$ cat src/rtl/ctrl_pkg.sv
// Shared definitions for the multi-cycle RV32I sequencer: FSM states, opcodes,
// mux/ALU encodings and the opcode -> instruction-class decode.
package ctrl_pkg;

   typedef enum logic [2:0] {
      RST    = 3'd0,
      FETCH  = 3'd1,
      DECODE = 3'd2,
      EXEC   = 3'd3,
      MEM    = 3'd4,
      WB     = 3'd5,
      TRAP   = 3'd6
   } state_e;

   localparam int unsigned OP_W = 7;

   localparam logic [OP_W-1:0] OP_R      = 7'b0110011;
   localparam logic [OP_W-1:0] OP_I      = 7'b0010011;
   localparam logic [OP_W-1:0] OP_LOAD   = 7'b0000011;
   localparam logic [OP_W-1:0] OP_STORE  = 7'b0100011;
   localparam logic [OP_W-1:0] OP_BRANCH = 7'b1100011;
   localparam logic [OP_W-1:0] OP_JAL    = 7'b1101111;
   localparam logic [OP_W-1:0] OP_JALR   = 7'b1100111;
   localparam logic [OP_W-1:0] OP_AUIPC  = 7'b0010111;
   localparam logic [OP_W-1:0] OP_LUI    = 7'b0110111;

   localparam logic [1:0] ALU_OP_ADD = 2'b00;
   localparam logic [1:0] ALU_OP_BR  = 2'b01;
   localparam logic [1:0] ALU_OP_R   = 2'b10;
   localparam logic [1:0] ALU_OP_I   = 2'b11;

   localparam logic [1:0] PC_SRC_SEQ  = 2'd0;
   localparam logic [1:0] PC_SRC_IMM  = 2'd1;
   localparam logic [1:0] PC_SRC_JALR = 2'd2;

   localparam logic [1:0] WB_SRC_ALU = 2'd0;
   localparam logic [1:0] WB_SRC_MDR = 2'd1;
   localparam logic [1:0] WB_SRC_PC4 = 2'd2;
   localparam logic [1:0] WB_SRC_IMM = 2'd3;

   typedef enum logic [3:0] {
      CL_R, CL_I, CL_LOAD, CL_STORE, CL_BRANCH,
      CL_JAL, CL_JALR, CL_AUIPC, CL_LUI, CL_ILLEGAL
   } class_e;

   // Map a 7-bit major opcode to its instruction class.
   function automatic class_e op_class(input logic [OP_W-1:0] op);
      case (op)
         OP_R:      op_class = CL_R;
         OP_I:      op_class = CL_I;
         OP_LOAD:   op_class = CL_LOAD;
         OP_STORE:  op_class = CL_STORE;
         OP_BRANCH: op_class = CL_BRANCH;
         OP_JAL:    op_class = CL_JAL;
         OP_JALR:   op_class = CL_JALR;
         OP_AUIPC:  op_class = CL_AUIPC;
         OP_LUI:    op_class = CL_LUI;
         default:   op_class = CL_ILLEGAL;
      endcase
   endfunction

endpackage

$ cat src/rtl/multicycle_ctrl.sv
// Sequencing FSM for the multi-cycle RV32I core.
// Steps each instruction through FETCH/DECODE/EXEC/MEM/WB over a shared ALU and
// a single-port unified memory; traps on unknown opcodes; counts retirements.
// Ports:
//   clk, reset        clock, synchronous active-high reset
//   opcode            instr[6:0] from IR (valid from DECODE onward)
//   branch_taken      branch comparator result (EXEC)
//   mem_ready         memory completes the current access this cycle
//   pc_write, pc_src  PC load enable / PC source select
//   ir_write          IR load enable
//   mem_read_en, mem_write_en, addr_src   memory request and address select
//   alu_a_src, ALU_src, ALU_op            ALU operand selects and operation
//   wb_src, reg_write register-file write source / enable
//   illegal           sticky trap flag
//   retired           instructions completed since reset
module multicycle_ctrl
   import ctrl_pkg::*;
#(
   parameter int unsigned RET_W = 32
) (
   input  logic             clk,
   input  logic             reset,
   input  logic [6:0]       opcode,
   input  logic             branch_taken,
   input  logic             mem_ready,
   output logic             pc_write,
   output logic [1:0]       pc_src,
   output logic             ir_write,
   output logic             mem_read_en,
   output logic             mem_write_en,
   output logic             addr_src,
   output logic             alu_a_src,
   output logic             ALU_src,
   output logic [1:0]       ALU_op,
   output logic [1:0]       wb_src,
   output logic             reg_write,
   output logic             illegal,
   output logic [RET_W-1:0] retired
);

   state_e          state, state_nxt;
   logic [OP_W-1:0] opcode_q;
   class_e          cls_q;
   logic            retire_c;

   assign cls_q = op_class(opcode_q);

   // State register, latched opcode, sticky trap flag and retire counter.
   always_ff @(posedge clk) begin
      if (reset) begin
         state    <= RST;
         opcode_q <= '0;
         illegal  <= 1'b0;
         retired  <= '0;
      end else begin
         state <= state_nxt;
         if (state == DECODE) opcode_q <= opcode;
         if (state_nxt == TRAP) illegal <= 1'b1;
         if (retire_c) retired <= retired + RET_W'(1);
      end
   end

   // Next-state and datapath control decode.
   always_comb begin
      state_nxt    = state;
      retire_c     = 1'b0;
      pc_write     = 1'b0;
      pc_src       = PC_SRC_SEQ;
      ir_write     = 1'b0;
      mem_read_en  = 1'b0;
      mem_write_en = 1'b0;
      addr_src     = 1'b0;
      alu_a_src    = 1'b0;
      ALU_src      = 1'b0;
      ALU_op       = ALU_OP_ADD;
      wb_src       = WB_SRC_ALU;
      reg_write    = 1'b0;

      case (state)
         RST: state_nxt = FETCH;

         // Request stays asserted for the whole wait; IR loads on completion.
         FETCH: begin
            mem_read_en = 1'b1;
            if (mem_ready) begin
               ir_write  = 1'b1;
               state_nxt = DECODE;
            end
         end

         // Classify the live IR opcode; it is captured into opcode_q this cycle.
         DECODE: state_nxt = (op_class(opcode) == CL_ILLEGAL) ? TRAP : EXEC;

         EXEC: begin
            case (cls_q)
               CL_R: begin
                  ALU_op    = ALU_OP_R;
                  state_nxt = WB;
               end
               CL_I: begin
                  ALU_op    = ALU_OP_I;
                  ALU_src   = 1'b1;
                  state_nxt = WB;
               end
               CL_LOAD, CL_STORE: begin
                  ALU_src   = 1'b1;
                  state_nxt = MEM;
               end
               CL_AUIPC: begin
                  alu_a_src = 1'b1;
                  ALU_src   = 1'b1;
                  state_nxt = WB;
               end
               // Branches resolve and retire here; no register write.
               CL_BRANCH: begin
                  ALU_op    = ALU_OP_BR;
                  pc_write  = 1'b1;
                  pc_src    = branch_taken ? PC_SRC_IMM : PC_SRC_SEQ;
                  retire_c  = 1'b1;
                  state_nxt = FETCH;
               end
               CL_LUI, CL_JAL, CL_JALR: state_nxt = WB;
               default: state_nxt = TRAP;
            endcase
         end

         MEM: begin
            addr_src = 1'b1;
            if (cls_q == CL_STORE) mem_write_en = 1'b1;
            else                   mem_read_en  = 1'b1;
            if (mem_ready) begin
               if (cls_q == CL_STORE) begin
                  pc_write  = 1'b1;
                  retire_c  = 1'b1;
                  state_nxt = FETCH;
               end else begin
                  state_nxt = WB;
               end
            end
         end

         WB: begin
            reg_write = 1'b1;
            pc_write  = 1'b1;
            retire_c  = 1'b1;
            state_nxt = FETCH;
            case (cls_q)
               CL_LOAD:          wb_src = WB_SRC_MDR;
               CL_JAL, CL_JALR:  wb_src = WB_SRC_PC4;
               CL_LUI:           wb_src = WB_SRC_IMM;
               default:          wb_src = WB_SRC_ALU;
            endcase
            case (cls_q)
               CL_JAL:  pc_src = PC_SRC_IMM;
               CL_JALR: pc_src = PC_SRC_JALR;
               default: pc_src = PC_SRC_SEQ;
            endcase
         end

         // Parked until reset.
         TRAP: state_nxt = TRAP;

         default: state_nxt = RST;
      endcase
   end

endmodule

$ cat config.mk
export PLATFORM = sky130hd
export DESIGN_NAME = multicycle_ctrl
export DESIGN_NICKNAME = d
export VERILOG_FILES = /design/src/rtl/ctrl_pkg.sv /design/src/rtl/multicycle_ctrl.sv
export SDC_FILE = /design/constraint.sdc
export NUM_CORES = 1
export LEC_CHECK = 0
export ABC_AREA = 1
export BUFFER_PORTS_ARGS = -buffer_cell sky130_fd_sc_hd__buf_2
export CAP_MARGIN = 20
export CELL_PAD_IN_SITES_DETAIL_PLACEMENT = 0
export CELL_PAD_IN_SITES_GLOBAL_PLACEMENT = 1
export CORE_MARGIN = 2
export CORE_UTILIZATION = 38
export DETAILED_ROUTE_END_ITERATION = 10
export GPL_ROUTABILITY_DRIVEN = 0
export PLACE_DENSITY_LB_ADDON = 0.1
export REMOVE_ABC_BUFFERS = 1
export SYNTH_ARGS = -nofsm -noshare
export SYNTH_HDL_FRONTEND = slang
export SYNTH_SLANG_ARGS = --single-unit
$ cat constraint.sdc
create_clock -name clk -period 1.9 [get_ports clk]
set_input_delay 0.38 -clock clk [delete_from_list [all_inputs] [get_ports clk]]
set_output_delay 0.38 -clock clk [all_outputs]
set_load 0.02 [all_outputs]
After elaboration in Yosys (flattened, before gate mapping)
Cells that the tools add are included.
- $add $sub $neg: 1
- equal/unequal tests: 34
- muxes and demuxes: 32
- reduce and logical (&&, ||, !) cells: 7
- operators by type and width (kind ; number):
    $pmux 4 s9 ; 2
    $eq 7x6->1 const B ; 6
    $eq 7x7->1 const B ; 6
    $add 32x1->32 const B ; 1
    $eq 7x5->1 const B ; 4
    $pmux 3 s6 ; 1
    $eq 4x3->1 const B ; 4
    $mux 1 ; 15
    $eq 7x2->1 const B ; 2
    $eq 3x3->1 const B ; 4
    $mux 3 ; 4
    $pmux 2 s3 ; 2
    $pmux 3 s3 ; 1
    $eq 4x2->1 const B ; 2
    $eq 4x4->1 const B ; 2
    $pmux 2 s2 ; 2
    $eq 3x2->1 const B ; 2
    $reduce_or 2->1 ; 3
    $reduce_or 6->1 ; 1
    $eq 4x1->1 const B ; 1
    $logic_not 4->1 ; 1
    $mux 2 ; 2
    $mux 4 ; 1
    $reduce_or 4->1 ; 1
    other kinds (4) ; 4
- register bits after elaboration: 43
- bits of input ports: 11
- output and inout bits: 47

Depth between registers and ports, before layout
Gate-level depths: netlist of run 1.
- depth after elaboration: 7
- gate-level depth with buffers: 12
- gate-level depth less buffers: 12

Worst setup path after synthesis of run 1
Ideal clock, no wire load.
- path kind: reg2out
- from: reg state[2]
- to: out pc_src[0]
- data arrival time: 1.750 ns
- slack: -0.230 ns
- stages on the path, launching flop included: 6
- cells stage by stage: dfxtp_1 inv_2 nor3_2 inv_2 clkbuf_1 o21ai_0
- cells in the longest elaborated chain, start to end: 2
- RTL lines (item ; line ; RTL):
    start: declaration ; multicycle_ctrl.sv:41 ; state_e state, state_nxt;
    start signal: assignment ; multicycle_ctrl.sv:56 ; state <= state_nxt;
    $eq 3x3->1 / $eq 3x2->1 (equally long branches) ; multicycle_ctrl.sv:79 ; case (state)
    $pmux 2 s2 * ; multicycle_ctrl.sv:79 ;
    end: declaration ; multicycle_ctrl.sv:27 ; output logic [1:0] pc_src,
Mark *: on every way between the ends. The rest lies on a longest branch, timed or not.

Final worst setup path of run 1
- from: reg opcode_q[3]
- to: out wb_src[1]
- cells in the longest elaborated chain, start to end: 6
- RTL lines (item ; line ; RTL):
    start: declaration ; multicycle_ctrl.sv:42 ; logic [OP_W-1:0] opcode_q;
    start signal: assignment ; multicycle_ctrl.sv:57 ; if (state == DECODE) opcode_q <= opcode;
    $eq 7x6->1 (tied with other cells) ; ctrl_pkg.sv:48 ; case (op)
    $pmux 4 s9 * ; ctrl_pkg.sv:48 ;
    $eq 4x3->1 ; multicycle_ctrl.sv:147 ; case (cls_q)
    $reduce_or 2->1 ; multicycle_ctrl.sv:147 ;
    $pmux 2 s3 * ; multicycle_ctrl.sv:147 ;
    $mux 2 * ; multicycle_ctrl.sv:79 ;
    end: declaration ; multicycle_ctrl.sv:35 ; output logic [1:0] wb_src,
Marked as above.

==> results of run 1 <==
==> worst max-delay path, cell delays in order, from the launching register on <==
cell and delay, ns:
dfxtp_2 0.34, inv_2 0.08, nand2_2 0.06, nor2_4 0.16
nand2_2 0.12, nand2_2 0.11, nor2_4 0.04, nor2_2 0.11
nand3_2 0.09, o21ai_2 0.15, buf_6 0.13
==> logic make-up (layout without fill, tap and decap cells) <==
group           after synthesis  in the layout
compound gates               62             62
xor+xnor                      7              7
fa+ha+maj                     1              1
buf+inv                      53            152
flops                        43             43
simple gates                251            251
==> per-layer routing <==
layer / up-vias / track usage, % / wire (µm) / share of wire [%]
li1: 1593 / - / - / -
met1: 1404 / 26.3 / 3680 / 45
met3: 18 / 4.62 / 332 / 4.1
met5: - / 0 / 0 / 0
met4: 0 / 9.23 / 255 / 3.1
met2: 66 / 34.9 / 3860 / 48
==> per-stage QoR <==
step / TNS, ns / cells
final: -0.804 / 612
after global routing: -2.09 / 612
after CTS: -0.764 / 602
after detailed placement: 0 / 585
after global placement: 0 / 585
after floorplan: -1.13 / 407
==> flip-flops by register name, summed over array words and instances (netlist names) <==
name      count
opcode_q      7
state         3
retired      32
illegal       1
==> power by group <==
part	total (mW)	switching [mW]	internal, mW
combinational	0.314	0.188	0.125
clock	0.750	0.325	0.426
sequential	0.968	0.0339	0.934
==> layout by cell type (no fill, tap or decap), types with 2 or more instances in the layout <==
cell | Yosys | final
a21oi_1 | 34 | 32
a21oi_2 | 0 | 2
a31oi_1 | 2 | 2
and3_1 | 4 | 4
buf_2 | 0 | 47
buf_4 | 1 | 41
buf_6 | 2 | 9
buf_8 | 0 | 2
clkbuf_16 | 0 | 2
clkbuf_8 | 0 | 6
dfxtp_1 | 43 | 33
dfxtp_2 | 0 | 8
dfxtp_4 | 0 | 2
inv_1 | 32 | 29
inv_2 | 10 | 12
nand2_1 | 99 | 85
nand2_2 | 2 | 14
nand2_4 | 1 | 3
nand3_1 | 29 | 21
nand3_2 | 1 | 8
nand3_4 | 1 | 2
nand3b_1 | 5 | 5
nand4_1 | 21 | 21
nor2_1 | 61 | 51
nor2_2 | 2 | 8
nor2_4 | 2 | 6
nor3_1 | 12 | 9
nor3_2 | 4 | 5
nor3_4 | 2 | 4
nor3b_2 | 2 | 2
o21a_1 | 2 | 2
o21ai_0 | 16 | 14
o21ai_1 | 4 | 4
o21ai_2 | 0 | 2
o21bai_1 | 2 | 2
xnor2_1 | 2 | 2
xor2_1 | 5 | 5
==> cell type report <==
class	instances	share of cell area, %
timing repair buffer	101	19.1
sequential	43	23.2
clock buffer	6	2.18
multi-input combinational	321	47.1
clock inverter	2	0.925
tap	96	3.17
inverter	43	4.33
==> how the worst min path moves through the flow <==
stage               from  cells past startpoint          end  slack [ns]
6_report       opcode[0]                      3  opcode_q[0]        0.32
5_1_grt        opcode[1]                      3  opcode_q[1]        0.34
4_1_cts        opcode[0]                      3  opcode_q[0]        0.31
3_5_place_dp     illegal                      2      illegal        0.44
3_3_place_gp     illegal                      2      illegal        0.44
2_1_floorplan      reset                      1      illegal        0.45
==> timing repair <==
action / 4_1_cts / 5_1_grt
hold buffers: 0 / 0
resized for setup: 45 / 44
cloned: 0 / 2
buffers inserted: 9 / 8
pin swaps: 9 / 21
endpoints found under the setup margin: 8 / 24
==> flow_summary.json, run 1 <==
{
  "reg2reg_slack_ns": 0.08,
  "track_usage_pct": 21.1,
  "post-route-drc-count": 0,
  "overflow": 0,
  "worstRegToRegCells": 13,
  "cts_tree": "done",
  "worstReg2RegEnd": "retired[23]",
  "leakage_nw": 1.68,
  "fp.dieW_um": 88.0,
  "layout.nets": 527,
  "h-tree-depth": 2,
  "ys_warn_count": 0,
  "ys_top_cells_by_count": "nand2_1, nor2_1, dfxtp_1",
  "drv_cap": 0,
  "pin_count": 58,
  "violations": "negative setup slack",
  "worst_pin_slew_ns": 0.438,
  "dp_slack_ns": 0.0413,
  "finalCriticalPeriod_ns": 2.08,
  "wirelength_mm": 8.12,
  "synthXorXnorAreaFrac_pct": 2.29,
  "rsz0062_at_grt": "yes",
  "fillers": 722,
  "synth_cells": 417,
  "rows": 30,
  "final-seq-area_um2": 878,
  "power.density_mw_per_mm2": 536,
  "clockRootBuffer": "clkbuf_8",
  "hold_slack_ns": 0.316,
  "worstSetupEndpoint": "wb_src[1]",
  "synth_ff_type": "dfxtp_1",
  "coreArea_mm2": 0.00683,
  "antenna_cells": 0,
  "worst_slack_ns": -0.177,
  "peakVddDrop_mv": 0.311,
  "synth_top_area_share_pct": 32.1,
  "synthAdderAreaFrac_pct": 0.466,
  "finalCritPeriodShare_pct": 109,
  "max_freq_mhz": 481,
  "syn-cell-area_mm2": 0.00268,
  "first_global_vias": 2796,
  "vias_per_cell": 5.03,
  "cp.arrival_ns": 1.70,
  "required_ns": 1.52,
  "clkSlewWorstSetupHoldPaths_ns": 0.08,
  "yosysMostFrequentCell": "nand2_1",
  "synth_top_family_by_area": "simple AND/OR/NAND/NOR gates",
  "clock-sinks": 43,
  "setup_viol": 8,
  "yosysTopAreaCell": "dfxtp_1",
  "status": "complete, but fails checks",
  "async_flop_share_pct": 0,
  "criticalPathCategory": "flop to primary output",
  "synthMuxAreaShare_pct": 0,
  "drt-wirelength-per-cell_um": 13.3,
  "antenna_left": 0,
  "drt_iter0_drc": 169,
  "grt_antenna_before_repair": 0,
  "min_path_type": "input pin to flop",
  "synth_compound_gate_area_share_pct": 12.2,
  "cp_max_fo": 5,
  "cts_buffer_depth": 2,
  "crit_start": "opcode_q[3]",
  "placed_area_mm2": 0.00322,
  "start_kind": "flop",
  "clock_latency_ns": 0.30,
  "die-area_mm2": 0.00775,
  "endpoint_kind": "primary output",
  "synth_simple_gate_area_share_pct": 44.8,
  "portBuffers": 57,
  "synth_seq_area_share_pct": 32.1,
  "start_util_pct": 39.3,
  "avgSynthCellArea_um2": 6.43,
  "areaGrowthSynthToFinish_pct": 41.2,
  "synth_edf_count": 0,
  "cts_buffers": 5,
  "ys_ff_latch": 43,
  "dr.pass1.iters": 4,
  "stdcell_area_mm2": 0.00379,
  "die_h_um": 88.0,
  "place_hpwl_mm": 5.82,
  "fin_util_pct": 55.5,
  "grt_pass1_wl_mm": 12.8,
  "hold_viol": 0,
  "rr_startpoint": "opcode_q[3]",
  "multiInputGateArea_mm2": 0.00178,
  "power_mw": 2.03,
  "final_layout_size_suffix_gt1_share_pct": 36.6,
  "synth_area_leaders": "dfxtp_1, nand2_1, nor2_1",
  "maxSlewViolCount": 0,
  "dr_total_vias": 3081,
  "grt_max_degree": 24,
  "skew_ns": 0.00594,
  "netlist-cell-type-count": 38,
  "relSlewSlack_pct": 70.6
}
Note: power is estimated with default switching activity, not from simulation.
==> run 2, diff against run 1 <==
Settings changed: CORE_UTILIZATION 38 to 39, CTS_BUF_LIST set to sky130_fd_sc_hd__clkbuf_4 sky130_fd_sc_hd__clkbuf_8, RECOVER_POWER set to 100.
==> run 2 against run 1 <==
Effect of this change: the flow still finishes with violations (negative setup slack); count of clock-buffer cells in the layout unchanged; design area down 7.7%; core utilization is 3.4 points lower; non-clock buffer count is 9 lower; sequential power about the same; combinational power shrank 7.6%; via count down 1.9%; die area fell by 2.5%; clock skew up 0.0030 ns; largest cell class unchanged.
==> flow_summary.json, run 2 (synthesized netlist as in run 1, its figures left out) <==
{
  "status": "complete, but fails checks",
  "violations": "negative setup slack",
  "rsz0062_at_grt": "yes",
  "grt_pass1_wl_mm": 12.7,
  "drt_iter0_drc": 206,
  "worst_pin_slew_ns": 0.650,
  "min_path_type": "input pin to flop",
  "cp_max_fo": 4,
  "hold_viol": 0,
  "portBuffers": 57,
  "required_ns": 1.52,
  "dp_slack_ns": 0.0467,
  "clock-sinks": 43,
  "rr_startpoint": "opcode_q[3]",
  "p_seq_share_pct": 52.2,
  "largest_reg_flops": 32,
  "dp.cells": 567,
  "switching_power_mw": 0.543,
  "dr.pass1.iters": 4,
  "skew_ns": 0.00895,
  "die_h_um": 86.9,
  "clock_latency_ns": 0.30,
  "fillers": 719,
  "final_cells": 587,
  "worst_slack_ns": -0.157,
  "cts_tree": "done",
  "crit_start": "opcode_q[3]",
  "finalCriticalPeriod_ns": 2.06,
  "start_kind": "flop",
  "cts_buffer_depth": 2,
  "leakage_nw": 1.41,
  "layout_commonest_cell": "nand2_1",
  "criticalPathCategory": "flop to primary output",
  "final_layout_size_suffix_gt1_share_pct": 27.0,
  "finalCritPeriodShare_pct": 108,
  "cts_buffers": 5,
  "drv_cap": 0,
  "wirelength_mm": 7.91,
  "placed_area_mm2": 0.00318,
  "clkSlewWorstSetupHoldPaths_ns": 0.08,
  "endpoint_kind": "primary output",
  "post-route-drc-count": 0,
  "first_global_vias": 2737,
  "cellInternalPower_mw": 1.31,
  "maxSlewViolCount": 0,
  "regMostFlops": "retired",
  "pwr-share-comb_pct": 15.6,
  "grt_antenna_before_repair": 0,
  "fin_setup_tns_ns": -0.706,
  "layout.nets": 518,
  "rows": 30,
  "overflow": 0,
  "drt-wirelength-per-cell_um": 13.5,
  "track_usage_pct": 21.2,
  "h-tree-depth": 2,
  "dr_total_vias": 3023,
  "coreArea_mm2": 0.00672,
  "relSlewSlack_pct": 56.6,
  "worstRegToRegCells": 13,
  "setup_viol": 7,
  "hold_slack_ns": 0.320,
  "reg_top3": "retired x32, opcode_q x7, state x3",
  "p_clk_share_pct": 32.2,
  "die-area_mm2": 0.00756,
  "start_util_pct": 39.9,
  "cp.arrival_ns": 1.68,
  "power.density_mw_per_mm2": 531,
  "worstSetupEndpoint": "ALU_op[0]",
  "fin_util_pct": 52.0,
  "max_freq_mhz": 486,
  "reg2reg_slack_ns": 0.03,
  "antenna_cells": 0,
  "pin_count": 58,
  "grt_max_degree": 21,
  "antenna_left": 0,
  "clockRootBuffer": "clkbuf_8",
  "vias_per_cell": 5.15,
  "place_hpwl_mm": 5.78,
  "areaGrowthSynthToFinish_pct": 30.4,
  "fp.dieW_um": 86.9,
  "stdcell_area_mm2": 0.00350,
  "power_mw": 1.86,
  "sw_frac_of_total_pct": 29.2,
  "worstReg2RegEnd": "retired[14]",
  "layout_common_cells": "nand2_1, nor2_1, buf_4, clkbuf_1",
  "peakVddDrop_mv": 0.308
}
[run 2: cell types whose count changed in the layout (fill, tap and decap cells not counted), moves of 3 or more]
cell | before | now
buf_6 | 9 | 3
buf_2 | 47 | 15
nand3_1 | 21 | 25
nand3_2 | 8 | 5
nor2_4 | 6 | 2
clkbuf_1 | 0 | 34
o21ai_1 | 4 | 8
o21ai_0 | 14 | 11
[run 2: how the worst min path moves through the flow]
stage / startpoint / endpoint / slack [ns] / cells past startpoint
2_1_floorplan: reset / illegal / 0.45 / 1
3_3_place_gp: illegal / illegal / 0.44 / 2
3_5_place_dp: illegal / illegal / 0.44 / 2
4_1_cts: opcode[1] / opcode_q[1] / 0.32 / 3
5_1_grt: opcode[1] / opcode_q[1] / 0.35 / 3
6_report: opcode[1] / opcode_q[1] / 0.32 / 3
[run 2: worst max-delay path: stages (launching register included)]
cell	delay (ns)
dfxtp_2	0.34
inv_2	0.05
buf_4	0.12
buf_4	0.12
nand3_2	0.07
nand2_2	0.05
nor2_2	0.11
nand2_2	0.09
nand2_1	0.07
nand2_1	0.04
o21ai_1	0.15
buf_4	0.17
[run 2: final cells by class]
type | count | area [µm²] | share of cell area (%)
Tap cell | 80 | 100 | 2.86
Clock buffer | 6 | 76.3 | 2.18
Multi-Input combinational cell | 321 | 1720 | 49.1
Clock inverter | 2 | 12.5 | 0.358
Timing Repair Buffer | 92 | 544 | 15.6
Inverter | 43 | 164 | 4.69
Sequential cell | 43 | 883 | 25.3
[run 2: metal layers]
layer | track usage, % | share of wire [%] | vias to the layer above
met1 | 27.2 | 45 | 1352
met2 | 35.7 | 47 | 89
met3 | 3.70 | 5.7 | 14
li1 | - | - | 1568
met5 | 0 | 0 | -
met4 | 7.24 | 2.2 | 0
[run 2: power by group through the flow]
stage | Clock [mW] | Combinational [mW] | Sequential (mW)
global placement | 0 | 0.245 | 0.979
global route | 0.645 | 0.321 | 0.975
detailed placement | 0 | 0.244 | 0.979
CTS | 0.621 | 0.273 | 0.964
finish | 0.599 | 0.290 | 0.969
floorplan | 0 | 0.150 | 0.979
[run 2: timing repair]
| item | 4_1_cts | 5_1_grt |
|---|---|---|
| hold endpoints to repair | 0 | 0 |
| gates cloned | 0 | 0 |
| endpoints found under the setup margin | 9 | 28 |
| pin swaps | 6 | 14 |
| setup buffers | 9 | 3 |
| hold buffers | 0 | 0 |
| resized for setup | 37 | 33 |
==> run 3, diff against run 2 <==
Settings changed: BUFFER_PORTS_ARGS -buffer_cell sky130_fd_sc_hd__buf_2 to -buffer_cell sky130_fd_sc_hd__buf_4.
==> run 3 against run 2 <==
Effect of this change: the run still ends with negative setup slack left; wire length up 5.3%; total power is essentially flat; count of clock-buffer cells in the layout did not move; sequential power increased by 0.4%; non-clock buffer count is 11 higher; fmax fell by 2.3%; largest cell class unchanged; highest routed layer unchanged.
==> flow_summary.json, run 3 (synthesized netlist as in run 1, its figures left out) <==
{
  "largest_reg_flops": 32,
  "required_ns": 1.52,
  "cts_buffers": 5,
  "first_global_vias": 2789,
  "drv_cap": 0,
  "criticalPathCategory": "flop to primary output",
  "reg_top3": "retired x32, opcode_q x7, state x3",
  "vias_per_cell": 5.25,
  "layout_common_cells": "nand2_1, buf_4, nor2_1, clkbuf_1, dfxtp_1",
  "fp.dieW_um": 86.9,
  "skew_ns": 0.0107,
  "reg2reg_slack_ns": 0.04,
  "cts_tree": "done",
  "coreArea_mm2": 0.00672,
  "max_freq_mhz": 475,
  "grt_pass1_wl_mm": 13.1,
  "peakVddDrop_mv": 0.307,
  "grt_antenna_before_repair": 0,
  "dr_total_vias": 3127,
  "worst_slack_ns": -0.206,
  "layout_commonest_cell": "nand2_1",
  "regMostFlops": "retired",
  "overflow": 0,
  "drt_iter0_drc": 169,
  "clock-sinks": 43,
  "route.met3.wl_um": 317,
  "dp.cells": 573,
  "wirelength_mm": 8.33,
  "power.density_mw_per_mm2": 497,
  "clock_latency_ns": 0.30,
  "dr.pass1.iters": 4,
  "violations": "negative setup slack",
  "finalCriticalPeriod_ns": 2.11,
  "power_mw": 1.86,
  "cp.arrival_ns": 1.73,
  "crit_start": "opcode_q[3]",
  "die_h_um": 86.9,
  "status": "complete, but fails checks",
  "finalCritPeriodShare_pct": 111,
  "areaGrowthSynthToFinish_pct": 39.2,
  "setup_viol": 7,
  "maxSlewViolCount": 0,
  "highest_layer": "met4",
  "relSlewSlack_pct": 70.2,
  "h-tree-depth": 2,
  "worst_pin_slew_ns": 0.442,
  "antenna_left": 0,
  "hold_viol": 0,
  "final_cells": 596,
  "leakage_nw": 1.50,
  "min_path_type": "input pin to flop",
  "rsz0062_at_grt": "yes",
  "start_util_pct": 39.9,
  "drt-wirelength-per-cell_um": 14.0,
  "rr_startpoint": "opcode_q[3]",
  "track_usage_pct": 21.8,
  "rows": 30,
  "met2WireLength_mm": 4.13,
  "start_kind": "flop",
  "pin_count": 58,
  "cp_max_fo": 5,
  "die-area_mm2": 0.00756,
  "portBuffers": 57,
  "place_hpwl_mm": 5.84,
  "cts_buffer_depth": 2,
  "clkSlewWorstSetupHoldPaths_ns": 0.07,
  "antenna_cells": 0,
  "grt_max_degree": 21,
  "layout.nets": 529,
  "final_layout_size_suffix_gt1_share_pct": 29.8,
  "drt-met1-wl_mm": 3.62,
  "clockRootBuffer": "clkbuf_8",
  "post-route-drc-count": 0,
  "min_from": "opcode[1]",
  "endpoint_kind": "primary output"
}
==> run 3: cell types whose count changed in the layout (fill, tap and decap cells not counted), moves of 3 or more <==
cell,previous run,this run
buf_4,39,55
buf_2,15,0
buf_6,3,13
o21ai_1,8,4
o21ai_2,1,5
nand2_2,15,12
nand3_1,25,22
nor2_4,2,5
==> run 3: critical path, cell delays in order, from the launching register on <==
cell and delay [ns]:
dfxtp_2 0.33, inv_2 0.07, nand2_2 0.06, nor2_4 0.19, nand2_2 0.13, nand2_1 0.11
nor2_2 0.05, nand2_2 0.09, nand4_1 0.11, o21ai_2 0.16, buf_6 0.14
==> run 3: path summary, 6_finish.rpt <==
kind / endpoint / cells past startpoint
setup / recovery: ALU_op[0] / 10
hold / removal: opcode_q[1] / 3
setup reg to reg: retired[17] / 14
hold reg to reg: illegal / 2
==> run 3: final cells by class <==
cell class | count | area (µm²)
fillers | 699 | 2980
flip-flops and latches | 43 | 888
multi-input cells | 321 | 1800
repair buffers | 103 | 702
well taps | 80 | 100
inverters | 43 | 169
clock buffers | 6 | 76.3
==> run 3: power breakdown <==
part           switching (mW)  internal [mW]  leakage (nW)  total, mW
combinational           0.189          0.129          1.11      0.318
sequential             0.0383          0.935         0.353      0.973
clock                   0.306          0.260        0.0406      0.566
==> run 3: per-layer routing <==
metal / up-vias / global-route usage (%)
li1: 1586 / -
met1: 1448 / 27.5
met2: 76 / 37.3
met3: 17 / 3.89
met4: 0 / 7.39
met5: - / 0
==> run 3: stage by stage <==
step           hold WS, ns  TNS, ns  instance area, µm²  worst slack [ns]  util (%)
2_1_floorplan        0.449    -1.13                2630            -0.273         -
3_3_place_gp         0.440        0                3370            0.0762      50.2
3_5_place_dp         0.442        0                3370            0.0399      50.2
4_1_cts              0.315   -0.453                3590            -0.135      53.5
5_1_grt              0.333    -2.23                3730            -0.298      55.6
6_report             0.317   -0.768                3730            -0.206      55.6
==> run 3: repair_timing <==
item                                    in CTS  in global routing
hold buffers                                 0                  0
cloned                                       0                  0
gates resized for setup                     34                 57
endpoints found under the setup margin       9                 24
setup buffers                                8                 12
pin swaps                                   14                 17
